$ cat config.mk
export PLATFORM = sky130hd
export DESIGN_NAME = motion_frame_sequencer_flat
export DESIGN_NICKNAME = d
export VERILOG_FILES = /design/src/rtl/motion_pkg.sv /design/src/rtl/motion_frame_sequencer_if.sv /design/src/rtl/motion_frame_sequencer_frame_word_counter.sv /design/src/rtl/motion_frame_sequencer.sv /design/src/flat_wrapper.sv
export SDC_FILE = /design/constraint.sdc
export NUM_CORES = 1
export LEC_CHECK = 0
export CAP_MARGIN = 20
export CORE_UTILIZATION = 35
export DETAILED_ROUTE_END_ITERATION = 16
export PLACE_DENSITY = 0.75
export SLEW_MARGIN = 40
export SYNTH_ARGS = -nofsm -noshare
export SYNTH_HDL_FRONTEND = slang
export SYNTH_HIERARCHICAL = 1
export SYNTH_SLANG_ARGS = --single-unit
$ cat constraint.sdc
create_clock -name clk -period 2.7 [get_ports clk]
set_clock_uncertainty 0.05 [all_clocks]
set_input_delay 0.27 -clock clk [delete_from_list [all_inputs] [get_ports clk]]
set_output_delay 0.27 -clock clk [all_outputs]
set_load 0.03 [all_outputs]
$ cat src/rtl/motion_pkg.sv
// Shared types and constants for the motion-detect front end.
package motion_pkg;

  typedef enum logic [1:0] {
    IDLE   = 2'd0,
    STREAM = 2'd1,
    DRAIN  = 2'd2,
    DONE   = 2'd3
  } seq_state_t;

  localparam int MOTION_DATA_WIDTH = 32;
  localparam int BMP_HEADER_BYTES  = 54;

  // 720x540 RGB image, three bytes per pixel, four bytes per packed word.
  localparam int DEFAULT_WORDS_PER_FRAME = (720 * 540 * 3) / 4;

endpackage

$ cat src/rtl/motion_frame_sequencer_if.sv
// Stream inputs, FIFO write ports and the output-FIFO read strobe of the
// frame sequencer. master = sequencer side, slave = surrounding datapath.
interface motion_frame_sequencer_if
  import motion_pkg::*;
#(
  parameter int DATA_WIDTH = MOTION_DATA_WIDTH
);

  logic                  bg_valid;
  logic [DATA_WIDTH-1:0] bg_data;
  logic                  bg_ready;
  logic                  fr_valid;
  logic [DATA_WIDTH-1:0] fr_data;
  logic                  fr_ready;

  logic                  bg_fifo_wr_en;
  logic [DATA_WIDTH-1:0] bg_fifo_din;
  logic                  fr_fifo_wr_en;
  logic [DATA_WIDTH-1:0] fr_fifo_din;
  logic                  fr_hl_fifo_wr_en;
  logic [DATA_WIDTH-1:0] fr_hl_fifo_din;

  logic                  bg_fifo_full;
  logic                  fr_fifo_full;
  logic                  fr_hl_fifo_full;

  logic                  highlight_fifo_rd_en;

  modport master (
    input  bg_valid, bg_data, fr_valid, fr_data,
    output bg_ready, fr_ready,
    output bg_fifo_wr_en, bg_fifo_din,
    output fr_fifo_wr_en, fr_fifo_din,
    output fr_hl_fifo_wr_en, fr_hl_fifo_din,
    input  bg_fifo_full, fr_fifo_full, fr_hl_fifo_full,
    input  highlight_fifo_rd_en
  );

  modport slave (
    output bg_valid, bg_data, fr_valid, fr_data,
    input  bg_ready, fr_ready,
    input  bg_fifo_wr_en, bg_fifo_din,
    input  fr_fifo_wr_en, fr_fifo_din,
    input  fr_hl_fifo_wr_en, fr_hl_fifo_din,
    output bg_fifo_full, fr_fifo_full, fr_hl_fifo_full,
    output highlight_fifo_rd_en
  );

endinterface

$ cat src/rtl/motion_frame_sequencer_frame_word_counter.sv
// Saturating word counter with synchronous clear; o_hit flags the limit.
module frame_word_counter #(
  parameter int WIDTH = 4,
  parameter int LIMIT = 8
) (
  input  logic             clk,
  input  logic             reset,
  input  logic             i_clr,
  input  logic             i_inc,
  output logic [WIDTH-1:0] o_count,
  output logic             o_hit
);

  logic [WIDTH-1:0] r_count;

  // Count up until the limit, then hold; clear wins over increment.
  always_ff @(posedge clk) begin
    if (!reset) begin
      r_count <= '0;
    end else if (i_clr) begin
      r_count <= '0;
    end else if (i_inc && !o_hit) begin
      r_count <= r_count + 1'b1;
    end
  end

  assign o_count = r_count;
  assign o_hit   = (r_count == WIDTH'(LIMIT));

endmodule

$ cat src/rtl/motion_frame_sequencer.sv
// Frame sequencer: joins the background and pedestrian streams, writes them
// in lockstep into the three input FIFOs and tracks output-FIFO draining.
//
// state  | meaning
// IDLE   | waiting for start; read strobes ignored
// STREAM | accepting paired words until a full frame has been written
// DRAIN  | all input written; waiting for the last output word to be read
// DONE   | one-cycle frame_done; cont picks next frame or IDLE
module motion_frame_sequencer
  import motion_pkg::*;
#(
  parameter int DATA_WIDTH      = MOTION_DATA_WIDTH,
  parameter int WORDS_PER_FRAME = DEFAULT_WORDS_PER_FRAME,
  parameter int CNT_WIDTH       = $clog2(WORDS_PER_FRAME + 1)
) (
  input  logic                           clk,
  input  logic                           reset,
  input  logic                           start,
  input  logic                           cont,
  motion_frame_sequencer_if.master       bus,
  output logic                           busy,
  output logic                           frame_done,
  output logic [15:0]                    frame_count,
  output logic                           overrun_err
);

  localparam logic [DATA_WIDTH-1:0] ZERO_WORD = '0;
  localparam logic [CNT_WIDTH-1:0]  LAST_IDX  = CNT_WIDTH'(WORDS_PER_FRAME - 1);

  seq_state_t          r_state;
  logic                r_frame_done;
  logic [15:0]         r_frame_count;
  logic                r_overrun;

  logic                w_can_acc;
  logic                w_xfer;
  logic                w_seq_clr;
  logic                w_out_active;
  logic                w_out_inc;
  logic                w_in_last;
  logic                w_out_complete;
  logic                w_overrun;
  logic [CNT_WIDTH-1:0] w_in_cnt;
  logic [CNT_WIDTH-1:0] w_out_cnt;
  logic                w_in_hit;
  logic                w_out_hit;

  // Any full flag stalls all three writes so the FIFOs stay word-aligned;
  // the in-count guard keeps a frame from ever exceeding its word budget.
  assign w_can_acc = (r_state == STREAM) && !w_in_hit &&
                     !bus.bg_fifo_full && !bus.fr_fifo_full && !bus.fr_hl_fifo_full;
  assign w_xfer    = w_can_acc && bus.bg_valid && bus.fr_valid;

  // Each ready only depends on the other stream's valid, so neither side
  // can complete a handshake without its partner.
  assign bus.bg_ready = w_can_acc && bus.fr_valid;
  assign bus.fr_ready = w_can_acc && bus.bg_valid;

  assign bus.bg_fifo_wr_en    = w_xfer;
  assign bus.fr_fifo_wr_en    = w_xfer;
  assign bus.fr_hl_fifo_wr_en = w_xfer;
  assign bus.bg_fifo_din      = w_xfer ? bus.bg_data : ZERO_WORD;
  assign bus.fr_fifo_din      = w_xfer ? bus.fr_data : ZERO_WORD;
  assign bus.fr_hl_fifo_din   = w_xfer ? bus.fr_data : ZERO_WORD;

  assign w_seq_clr    = ((r_state == IDLE) && start) || ((r_state == DONE) && cont);
  assign w_out_active = (r_state == STREAM) || (r_state == DRAIN);
  assign w_out_inc    = bus.highlight_fifo_rd_en && w_out_active;
  assign w_in_last    = w_xfer && (w_in_cnt == LAST_IDX);

  // Completion looks at the registered count plus a strobe landing this
  // cycle, so frame_done follows the final read by exactly one cycle.
  assign w_out_complete = w_out_hit || (w_out_inc && (w_out_cnt == LAST_IDX));

  // A read with the output count already saturated is a word the frame
  // never produced; DONE still belongs to the finished frame.
  assign w_overrun = bus.highlight_fifo_rd_en && w_out_hit && (r_state != IDLE);

  frame_word_counter #(
    .WIDTH (CNT_WIDTH),
    .LIMIT (WORDS_PER_FRAME)
  ) u_in_cnt (
    .clk     (clk),
    .reset   (reset),
    .i_clr   (w_seq_clr),
    .i_inc   (w_xfer),
    .o_count (w_in_cnt),
    .o_hit   (w_in_hit)
  );

  frame_word_counter #(
    .WIDTH (CNT_WIDTH),
    .LIMIT (WORDS_PER_FRAME)
  ) u_out_cnt (
    .clk     (clk),
    .reset   (reset),
    .i_clr   (w_seq_clr),
    .i_inc   (w_out_inc),
    .o_count (w_out_cnt),
    .o_hit   (w_out_hit)
  );

  // Sequencer state plus its registered status outputs.
  always_ff @(posedge clk) begin
    if (!reset) begin
      r_state       <= IDLE;
      r_frame_done  <= 1'b0;
      r_frame_count <= '0;
      r_overrun     <= 1'b0;
    end else begin
      r_frame_done <= 1'b0;
      if (w_overrun) begin
        r_overrun <= 1'b1;
      end
      case (r_state)
        IDLE: begin
          if (start) begin
            r_state   <= STREAM;
            r_overrun <= 1'b0;
          end
        end
        STREAM: begin
          if (w_in_last) begin
            r_state <= DRAIN;
          end
        end
        DRAIN: begin
          if (w_out_complete) begin
            r_state       <= DONE;
            r_frame_done  <= 1'b1;
            r_frame_count <= r_frame_count + 16'd1;
          end
        end
        DONE: begin
          r_state <= cont ? STREAM : IDLE;
        end
        default: begin
          r_state <= IDLE;
        end
      endcase
    end
  end

  assign busy        = (r_state != IDLE);
  assign frame_done  = r_frame_done;
  assign frame_count = r_frame_count;
  assign overrun_err = r_overrun;

endmodule

$ cat src/flat_wrapper.sv
// flat-port wrapper written by rule: the top's interface ports become plain ports
module motion_frame_sequencer_flat import motion_pkg::*;
#(
  parameter int DATA_WIDTH      = MOTION_DATA_WIDTH,
  parameter int WORDS_PER_FRAME = DEFAULT_WORDS_PER_FRAME,
  parameter int CNT_WIDTH       = $clog2(WORDS_PER_FRAME + 1)
)
  (clk, reset, start, cont, busy, frame_done, frame_count, overrun_err, bus_bg_valid, bus_bg_data, bus_fr_valid, bus_fr_data, bus_bg_ready, bus_fr_ready, bus_bg_fifo_wr_en, bus_bg_fifo_din, bus_fr_fifo_wr_en, bus_fr_fifo_din, bus_fr_hl_fifo_wr_en, bus_fr_hl_fifo_din, bus_bg_fifo_full, bus_fr_fifo_full, bus_fr_hl_fifo_full, bus_highlight_fifo_rd_en);
  motion_frame_sequencer_if #(.DATA_WIDTH(DATA_WIDTH)) bus_i ();
  input  logic clk;
  input  logic reset;
  input  logic start;
  input  logic cont;
  output logic busy;
  output logic frame_done;
  output logic [15:0] frame_count;
  output logic overrun_err;
  input wire logic [$bits(bus_i.bg_valid)-1:0] bus_bg_valid;
  input wire logic [$bits(bus_i.bg_data)-1:0] bus_bg_data;
  input wire logic [$bits(bus_i.fr_valid)-1:0] bus_fr_valid;
  input wire logic [$bits(bus_i.fr_data)-1:0] bus_fr_data;
  output wire logic [$bits(bus_i.bg_ready)-1:0] bus_bg_ready;
  output wire logic [$bits(bus_i.fr_ready)-1:0] bus_fr_ready;
  output wire logic [$bits(bus_i.bg_fifo_wr_en)-1:0] bus_bg_fifo_wr_en;
  output wire logic [$bits(bus_i.bg_fifo_din)-1:0] bus_bg_fifo_din;
  output wire logic [$bits(bus_i.fr_fifo_wr_en)-1:0] bus_fr_fifo_wr_en;
  output wire logic [$bits(bus_i.fr_fifo_din)-1:0] bus_fr_fifo_din;
  output wire logic [$bits(bus_i.fr_hl_fifo_wr_en)-1:0] bus_fr_hl_fifo_wr_en;
  output wire logic [$bits(bus_i.fr_hl_fifo_din)-1:0] bus_fr_hl_fifo_din;
  input wire logic [$bits(bus_i.bg_fifo_full)-1:0] bus_bg_fifo_full;
  input wire logic [$bits(bus_i.fr_fifo_full)-1:0] bus_fr_fifo_full;
  input wire logic [$bits(bus_i.fr_hl_fifo_full)-1:0] bus_fr_hl_fifo_full;
  input wire logic [$bits(bus_i.highlight_fifo_rd_en)-1:0] bus_highlight_fifo_rd_en;
  assign bus_i.bg_valid = bus_bg_valid;
  assign bus_i.bg_data = bus_bg_data;
  assign bus_i.fr_valid = bus_fr_valid;
  assign bus_i.fr_data = bus_fr_data;
  assign bus_bg_ready = bus_i.bg_ready;
  assign bus_fr_ready = bus_i.fr_ready;
  assign bus_bg_fifo_wr_en = bus_i.bg_fifo_wr_en;
  assign bus_bg_fifo_din = bus_i.bg_fifo_din;
  assign bus_fr_fifo_wr_en = bus_i.fr_fifo_wr_en;
  assign bus_fr_fifo_din = bus_i.fr_fifo_din;
  assign bus_fr_hl_fifo_wr_en = bus_i.fr_hl_fifo_wr_en;
  assign bus_fr_hl_fifo_din = bus_i.fr_hl_fifo_din;
  assign bus_i.bg_fifo_full = bus_bg_fifo_full;
  assign bus_i.fr_fifo_full = bus_fr_fifo_full;
  assign bus_i.fr_hl_fifo_full = bus_fr_hl_fifo_full;
  assign bus_i.highlight_fifo_rd_en = bus_highlight_fifo_rd_en;
  motion_frame_sequencer #(.DATA_WIDTH(DATA_WIDTH), .WORDS_PER_FRAME(WORDS_PER_FRAME), .CNT_WIDTH(CNT_WIDTH)) u_core (.clk(clk), .reset(reset), .start(start), .cont(cont), .bus(bus_i), .busy(busy), .frame_done(frame_done), .frame_count(frame_count), .overrun_err(overrun_err));
endmodule
==> flow_summary.yaml <==
cells_and_area:
  layout.cells.non_filler: 802
  area_growth_pct: 69.2
  final_net_count: 743
  stdcell_area_mm2: 0.00641
  drive_gt1_share_pct: 34.2
routing:
  route.detailed.wl_per_inst_um: 17.2
  dr.pass1.iters: 5
  routed_wl_um: 13800
  vias_per_cell: 5.18
  antenna_left: 0
  drtIter0Drc: 194
  drcViolationCount: 0
  vias: 4157
floorplan:
  rows: 37
  ioPinCount: 194
  dieArea_mm2: 0.0112
  start_util_pct: 36.4
  die_w_um: 106
  core-area_mm2: 0.0104
  die_height_um: 106
sta:
  slew_violations: 0
  hold_viol_final: 0
  holdWs_ns: 0.453
  maxClockFrequency_ghz: 0.358
  final.setup.tns_ns: -4.48
  fin_crit_sh_pct: 104
  setup_viol: 96
  rsz0062_at_grt: "true"
  period_needed_ns: 2.80
  timing.final.ws_setup_ns: -0.0963
  max_slew_margin_pct: 57.6
  tightest_slew_ns: 0.636
pwr:
  power_leakage_nw: 2.46
  ir_worst_vdd_v: 0.000392
  power.density_mw_per_mm2: 351
synthesis:
  synth_cell_types: 47
  synth_warnings: 6
  synth_ff_type: "dfxtp_1"
  syn-cell-area_mm2: 0.00379
  synth_edf_count: 0
  synth_nets: 564
  synth.avg_cell_area_um2: 7.89
  yosysSeqAreaShare_pct: 30.6
  async_reset_ff_share_pct: 0
  synthCells: 480
  ys_seq_elements: 58
cts:
  path_clk_slew_ns: 0.07
  clock-root-buffer: "clkbuf_8"
  insertion_delay_ns: 0.34
  cts_buffer_depth: 2
  cts_tree: "done"
  cts_hold_buf: 0
  numCtsBuffers: 9
  htree_levels: 3
  cts.sinks: 58
critical_path:
  required_ns: 2.38
  arrival_ns: 2.48
  cp_max_fo: 22
  endpoint_kind: "output port"
  crit_type: "register to output port"
  critPathLaunchType: "register"
global_routing:
  grt_pass1_wl_um: 20100
  grt_pass1_vias: 3895
  grt_max_degree: 24
  overflow: 0
  antenna_found_initial: 3
  grt_usage_pct: 22.9
outcome:
  status: "finished, violations left"
  violations: "negative setup slack"
placement:
  dp_cells: 773
  gp_congestion: 0.844
  placed_cell_area_mm2: 0.00563
  io_buffers: 193
  hpwl_um: 9840
  post-place-ws_ns: 0.0185
job:
  max_cap_violations: 0
min_path:
  hold_path_class: "register to register"
-- cells by family after synthesis --
| logic type | count (synthesis) | synth area share (%) |
|---|---|---|
| buffers and inverters | 73 | 11.8 |
| flip-flops | 58 | 30.6 |
| AO/OA/AOI/OAI | 70 | 10.5 |
| XOR/XNOR | 23 | 5.32 |
| multiplexers | 1 | 0.264 |
| AND/OR/NAND/NOR | 245 | 38.2 |
| adder cells (fa/ha/maj) | 10 | 3.30 |
-- synthesized netlist by cell type, types with 2 or more instances --
library cell | n | area share, %
xor2_1 | 12 | 2.8
nand3_2 | 2 | 0.53
inv_1 | 18 | 1.8
o21ai_2 | 2 | 0.46
nand4_1 | 17 | 2.8
nor3_4 | 2 | 0.86
nand2_1 | 24 | 2.4
nand2b_1 | 2 | 0.33
or3_1 | 25 | 4.1
or3_2 | 2 | 0.40
nor4b_1 | 2 | 0.46
a21oi_1 | 29 | 3.8
o31ai_1 | 3 | 0.59
nor4_1 | 6 | 0.99
nand3_1 | 25 | 3.3
dfxtp_1 | 58 | 31
or4_1 | 5 | 0.99
ha_1 | 10 | 3.3
nor2_1 | 34 | 3.4
buf_6 | 4 | 1.2
and4_2 | 2 | 0.53
o21ai_0 | 27 | 3.6
nand4_2 | 2 | 0.66
xnor2_1 | 11 | 2.5
and3_1 | 2 | 0.33
nor3_1 | 14 | 1.8
a211o_1 | 2 | 0.46
o211ai_1 | 3 | 0.59
and3b_2 | 2 | 0.53
nand4b_1 | 2 | 0.46
nor2b_1 | 2 | 0.33
clkbuf_1 | 12 | 1.2
and2_1 | 66 | 11
buf_4 | 38 | 7.5
-- critical path: stages (launching register included) --
cell,delay [ns]
dfxtp_2,0.33
inv_2,0.05
ha_4,0.14
and3b_2,0.18
nand4_1,0.08
nor2_1,0.05
or3b_4,0.39
nor4_4,0.18
buf_6,0.23
buf_16,0.17
and2_1,0.17
buf_6,0.14
-- where the power goes --
part           switching (W)  total (W)  internal (W)
sequential         0.0000218   0.000895      0.000874
clock               0.000350   0.000755      0.000405
combinational       0.000322   0.000597      0.000275
-- area by class of cell --
| type | instances | area [um^2] |
|---|---|---|
| Sequential cell | 58 | 1160 |
| Clock buffer | 12 | 165 |
| Clock inverter | 4 | 25.0 |
| Multi-Input combinational cell | 349 | 2390 |
| Fill cell | 863 | 4010 |
| Inverter | 19 | 71.3 |
| Tap cell | 136 | 170 |
| Timing Repair Buffer | 222 | 2420 |
| Antenna cell | 2 | 5.00 |
-- sequential cells by signal, indices dropped and copies added, names as in the netlist --
signal                    count
u_core/u_in_cnt/o_count      19
u_core/u_out_cnt/o_count     19
u_core/frame_count           16
u_core/r_state                2
u_core/frame_done             1
u_core/overrun_err            1
-- final timing paths --
kind	cells past startpoint	from	endpoint	slack, ns
worst min-delay path	2	u_core/frame_count[15]	u_core/frame_count[15]	0.45
worst max register to register	12	u_core/u_in_cnt/o_count[0]	u_core/u_in_cnt/o_count[14]	0.13
worst max-delay path	11	u_core/u_in_cnt/o_count[0]	bus_bg_fifo_din[30]	-0.1
worst min register to register	2	u_core/frame_count[15]	u_core/frame_count[15]	0.45
-- layer usage --
layer	global-route usage, %	share of wire (%)
met1	24.4	38
met2	42.6	53
met3	7.60	7.1
met4	6.45	2.4
met5	0	0.087
-- what timing repair did --
| item | CTS | global route |
|---|---|---|
| pin swaps | 13 | 10 |
| setup buffers | 5 | 4 |
| endpoints found under the setup margin | 97 | 112 |
| gates resized for setup | 78 | 48 |
| cloned | 2 | 2 |
-- through the flow --
| stage | util, % | total power, W |
|---|---|---|
| final | 61.5 | 0.00225 |
| after global routing | 61.5 | 0.00237 |
| after CTS | 59.1 | 0.00224 |
| after detailed placement | 54.0 | 0.00146 |
| after global placement | 54.0 | 0.00145 |
| after floorplan | - | 0.00124 |
-- placed cells by master (no fill, tap or decap), types with 3 or more instances in the layout --
cell type / synthesis / layout
dfxtp_1: 58 / 56
and2_4: 0 / 46
nand2_1: 24 / 24
buf_6: 4 / 85
xor2_1: 12 / 12
ha_1: 10 / 9
o211ai_1: 3 / 3
a21oi_2: 1 / 3
o31ai_1: 3 / 3
inv_1: 18 / 16
or4_1: 5 / 4
nor3_1: 14 / 13
buf_4: 38 / 28
clkbuf_8: 0 / 12
and2_1: 66 / 20
xnor2_1: 11 / 11
buf_12: 0 / 11
or3_1: 25 / 24
nor4_1: 6 / 5
o21ai_0: 27 / 27
nand3_1: 25 / 24
nand4_1: 17 / 17
nor2_1: 34 / 33
a21oi_1: 29 / 27
clkdlybuf4s50_1: 0 / 92
Note: power is estimated with default switching activity, not from simulation.
